==> src/rtl/shift_add_multiplier_pkg.sv <==
// Shared definitions for the sequential shift-add multiplier: FSM encoding and width helper.
package shift_add_multiplier_pkg;

    typedef enum logic [1:0] {
        IDLE = 2'b00,
        CALC = 2'b01,
        DONE = 2'b10
    } state_t;

    // Bits needed to count WIDTH iterations (0..WIDTH-1).
    function automatic int unsigned cnt_width(input int unsigned w);
        return (w < 2) ? 1 : $clog2(w);
    endfunction

endpackage

==> src/rtl/adder_nbit.sv <==
// WIDTH-bit ripple-carry adder built from full_adder cells, with carry-in and carry-out.
module adder_nbit #(
    parameter int unsigned WIDTH = 4
) (
    input  logic [WIDTH-1:0] a,
    input  logic [WIDTH-1:0] b,
    input  logic             cin,
    output logic [WIDTH-1:0] sum,
    output logic             cout
);

    logic [WIDTH:0] carry;

    assign carry[0] = cin;

    for (genvar i = 0; i < WIDTH; i++) begin : g_bit
        full_adder u_fa (
            .a    (a[i]),
            .b    (b[i]),
            .cin  (carry[i]),
            .s    (sum[i]),
            .cout (carry[i+1])
        );
    end

    assign cout = carry[WIDTH];

endmodule

==> src/rtl/full_adder.sv <==
// Single-bit full adder cell used by the ripple-carry arithmetic blocks.
module full_adder (
    input  logic a,
    input  logic b,
    input  logic cin,
    output logic s,
    output logic cout
);

    assign s    = a ^ b ^ cin;
    assign cout = (a & b) | (cin & (a ^ b));

endmodule

==> src/rtl/shift_add_multiplier.sv <==
// Sequential shift-add multiplier: one WIDTH-bit adder iterated WIDTH times per product.
// Optional two's-complement mode enabled by defining SHIFT_ADD_MULT_SIGNED_EN.
module shift_add_multiplier
    import shift_add_multiplier_pkg::*;
#(
    parameter int unsigned WIDTH = 4
) (
    input  logic               clk,
    input  logic               rst_n,
    input  logic               start,
`ifdef SHIFT_ADD_MULT_SIGNED_EN
    input  logic               signed_mode,
`endif
    input  logic [WIDTH-1:0]   a,
    input  logic [WIDTH-1:0]   b,
    output logic               busy,
    output logic               done,
    output logic [2*WIDTH-1:0] p
);

    localparam int unsigned CW = cnt_width(WIDTH);

    state_t             state;
    logic [2*WIDTH-1:0] acc;
    logic [WIDTH-1:0]   mcand;
    logic [WIDTH-1:0]   mplier;
    logic [CW-1:0]      count;

    logic               accept;
    logic [WIDTH-1:0]   add_sum;
    logic               add_cout;
    logic [WIDTH:0]     hi_next;
    logic [2*WIDTH-1:0] acc_next;
    logic [WIDTH-1:0]   mplier_next;
    logic [WIDTH-1:0]   load_a;
    logic [WIDTH-1:0]   load_b;
    logic [2*WIDTH-1:0] result;

    assign accept = start && ((state == IDLE) || (state == DONE));

    adder_nbit #(.WIDTH(WIDTH)) u_acc_add (
        .a    (acc[2*WIDTH-1:WIDTH]),
        .b    (mcand),
        .cin  (1'b0),
        .sum  (add_sum),
        .cout (add_cout)
    );

    // Conditional add into the upper half, then shift {carry, acc, mplier} right one bit.
    assign hi_next     = mplier[0] ? {add_cout, add_sum} : {1'b0, acc[2*WIDTH-1:WIDTH]};
    assign acc_next    = {hi_next, acc[WIDTH-1:1]};
    assign mplier_next = {acc[0], mplier[WIDTH-1:1]};

`ifdef SHIFT_ADD_MULT_SIGNED_EN
    logic               neg_flag;
    logic [2*WIDTH-1:0] neg_sum;
    logic               neg_cout_unused;

    // Magnitudes are loaded; the most negative value maps to 2^(WIDTH-1).
    assign load_a = (signed_mode && a[WIDTH-1]) ? WIDTH'(~a + WIDTH'(1)) : a;
    assign load_b = (signed_mode && b[WIDTH-1]) ? WIDTH'(~b + WIDTH'(1)) : b;

    adder_nbit #(.WIDTH(2*WIDTH)) u_neg_add (
        .a    (~acc),
        .b    ('0),
        .cin  (1'b1),
        .sum  (neg_sum),
        .cout (neg_cout_unused)
    );

    assign result = neg_flag ? neg_sum : acc;

    always_ff @(posedge clk or negedge rst_n) begin
        if (!rst_n) begin
            neg_flag <= 1'b0;
        end else if (accept) begin
            neg_flag <= signed_mode && (a[WIDTH-1] ^ b[WIDTH-1]);
        end
    end
`else
    assign load_a = a;
    assign load_b = b;
    assign result = acc;
`endif

    // Control FSM with datapath registers and registered outputs.
    always_ff @(posedge clk or negedge rst_n) begin
        if (!rst_n) begin
            state  <= IDLE;
            acc    <= '0;
            mcand  <= '0;
            mplier <= '0;
            count  <= '0;
            busy   <= 1'b0;
            done   <= 1'b0;
            p      <= '0;
        end else begin
            done <= 1'b0;
            if (state == DONE) begin
                p    <= result;
                done <= 1'b1;
            end
            if (accept) begin
                mcand  <= load_a;
                mplier <= load_b;
                acc    <= '0;
                count  <= '0;
                busy   <= 1'b1;
                state  <= CALC;
            end else begin
                case (state)
                    IDLE: ;
                    CALC: begin
                        acc    <= acc_next;
                        mplier <= mplier_next;
                        count  <= count + CW'(1);
                        if (count == CW'(WIDTH - 1)) begin
                            busy  <= 1'b0;
                            state <= DONE;
                        end
                    end
                    DONE:    state <= IDLE;
                    default: state <= IDLE;
                endcase
            end
        end
    end

endmodule

==> config.mk <==
export PLATFORM = sky130hd
export DESIGN_NAME = shift_add_multiplier
export DESIGN_NICKNAME = d
export VERILOG_FILES = /design/src/rtl/shift_add_multiplier_pkg.sv /design/src/rtl/adder_nbit.sv /design/src/rtl/full_adder.sv /design/src/rtl/shift_add_multiplier.sv
export SDC_FILE = /design/constraint.sdc
export NUM_CORES = 1
export LEC_CHECK = 0
export ABC_AREA = 1
export CORE_MARGIN = 10
export CORE_UTILIZATION = 46
export DETAILED_ROUTE_END_ITERATION = 10
export GPL_TIMING_DRIVEN = 1
export PLACE_DENSITY_LB_ADDON = 0.08
export SLEW_MARGIN = 20
export SYNTH_ARGS = -nofsm -noshare
export SYNTH_HDL_FRONTEND = slang
export SYNTH_SLANG_ARGS = --single-unit
==> constraint.sdc <==
create_clock -name clk -period 2.2 [get_ports clk]
set_clock_uncertainty 0.1 [all_clocks]
set_input_delay 0.66 -clock clk [delete_from_list [all_inputs] [get_ports clk]]
set_output_delay 0.66 -clock clk [all_outputs]
set_load 0.02 [all_outputs]
==> impl_metrics.toml, run 1 <==
[die]
ioPinCount = 21
core.rowCount = 19
die_area_mm2 = 0.00536
die_h_um = 73.2
coreArea_mm2 = 0.00273
die_x_um = 73.2
initial_core_util_pct = 47.6

[global_route]
antenna_found_initial = 0
grt_pass1_vias = 974
grt_pass1_wl_mm = 4.34
overflow = 0
gr-usage-all-layers_pct = 10.3
grt_max_degree = 31

[synthesis]
syn_avg_cell_area_um2 = 9.16
synth_area_mm2 = 0.00130
synth_cells = 142
seq_area_frac_synth_pct = 57.7
yosys_warnings = 0
synth_fp_nets = 158
synth_cell_types = 15
ys_ff_latch = 30

[clock_network]
clk_pin_slew_ps = 90
cts_tree = "built"
clock_sinks = 30
cts_buffer_depth = 2
clkLatencyLatePin_ps = 330
cts_root_buffer = "clkbuf_4"
cts_buffers = 5
cts-htree-levels = 2

[placed_design]
gp_congestion = 0.735
place_hpwl_mm = 1.78
port_buffers = 20

[layout]
diodes = 0
drive_above_1_share_pct = 12.4
area_growth_pct = 23.7
multi_input_area_um2 = 459
regArea_um2 = 751
finish.utilization_pct = 58.9
final_common_cell = "nand2_1"
fillers = 249
nets = 185
most-common-layout-cells = "nand2_1, dfrtp_1, clkdlybuf4s50_1"

[route]
highest_layer = "met4"
routed-wl-met3_um = 232
drcViolationCount = 0
viasPerCell = 4.78
firstDrtPassIters = 4
drt_wl_total_mm = 2.51
drt_iter0_drc = 69
wire_per_inst_um = 12.5
drt-met1-wl_mm = 1.14
ant_nets = 0
via_count = 960
dr_wl_met2_mm = 1.09

[critical_path]
worst-path-buf-inv = 3
crit_chain = "ha_2 > inv_2 > fa_2 > fa_2 > inv_2 > fa_1 > inv_1 > nand2_1 > nand3_1 > o21ai_1"
worst_setup_path_end_kind = "register"
slowest_stage = "fa_1"
critPathMaxStageDelay_ps = 400
worst_path_dominant_cell_family = "adder cells"
startpoint_type = "register"
critPathRequiredTime_ps = 2300
crit_arrival_ps = 2280
worst-path-max-fanout = 2
worstSetupPathType = "register to register"

[sta]
period_needed_ps = 2180
rsz0062_at_grt = "yes"
fin_crit_sh_pct = 99.3
fin_hold_ws_ps = 385
tightest_slew_ps = 502
setup_viol = 0
slew_headroom_pct = 66.5
final_max_slew_viol_count = 0
hold_viol = 0
fmax_mhz = 458

[pwr]
irDropWorstVdd_mv = 1.07
power_density_mw_per_mm2 = 1420
p_leak_nw = 0.789

[run_status]
status = "finished, final reports clean"

[flow_run]
drv_cap = 0

[worst_hold_path]
min_path_type = "register to register"
-- sequential cells by signal (all words and copies together), names as in the netlist --
signal	count
acc	8
count	2
mplier	4
busy	1
p	8
state	2
mcand	4
done	1
-- final timing paths --
kind                       slack, ps    from  cells after the start  endpoint
setup / recovery                  20  acc[4]                     10    acc[6]
hold / removal                   390    p[4]                      2      p[4]
setup reg to reg                  20  acc[4]                     10    acc[6]
hold reg to reg                  390    p[4]                      2      p[4]
max in group asynchronous       1120   rst_n                      2  mcand[1]
min in group asynchronous        610   rst_n                      2    acc[3]
-- cell type report --
class,count,area share (%)
clock buffer,7,3.42
clock inverter,1,0.311
inverter,21,4.90
multi-input combinational,88,28.5
sequential,30,46.6
tap,31,2.41
timing repair buffer,23,13.8
-- synthesized netlist by cell type --
cell	instances	share of area, %
fa_1	3	4.6
a21oi_1	1	0.38
nand2_1	41	12
dfrtp_1	30	58
o21ai_0	18	6.9
nor2_2	2	0.96
nor2_1	2	0.58
buf_4	2	1.2
inv_2	2	0.58
o21ai_1	2	0.77
buf_2	1	0.38
ha_1	2	1.9
inv_1	19	5.5
nand3_1	15	5.8
nand2_2	2	0.96
-- metal layers --
metal,track usage [%],vias to the layer above
li1,-,499
met4,3.80,0
met5,0,-
met1,11.8,434
met2,15.6,22
met3,5.99,5
-- tightest hold or removal path: cells and delay by family (launching register included) --
| family | cells | cell delay (ps) |
|---|---|---|
| AOI/OAI and AO/OA | 1 | 50 |
| DFF | 1 | 350 |
| and+or+nand+nor | 1 | 50 |
-- where the power goes --
group	switching, W	internal, W
clock	0.000184	0.000155
combinational	0.000600	0.000414
sequential	0.000146	0.000795
total	0.000930	0.00136
-- metrics by stage --
step                setup TNS [ps]  instances  instance area (µm²)  setup slack (ps)  power, W
finish                           0        201                 1610              15.8   0.00229
CTS                              0        201                 1610              18.7   0.00232
floorplan                        0        142                 1300              68.9   0.00160
detailed placement           -36.0        192                 1540             -36.0   0.00195
global placement                 0        192                 1540              29.2   0.00191
global route                 -99.3        201                 1610             -99.3   0.00254
-- cell families after synthesis --
logic type	share of synthesized area [%]
AND/OR/NAND/NOR	20.1
flip-flops	57.7
buffers and inverters	7.60
AO/OA/AOI/OAI	8.08
adder cells (fa/ha/maj)	6.54
-- timing repair --
action	in CTS	in global routing
buffers inserted	1	0
setup endpoints to repair	1	1
pin swaps	0	1
hold buffers	0	0
cloned	0	0
gates resized for setup	3	3
hold endpoints to repair	0	0
Power figures use the tool's default switching activity.
==> run 2, diff against run 1 <==
- GPL_TIMING_DRIVEN: 1 -> not set
==> results of run 2 <==
No change in the layout: final DEF, timing and power equal those of run 1.
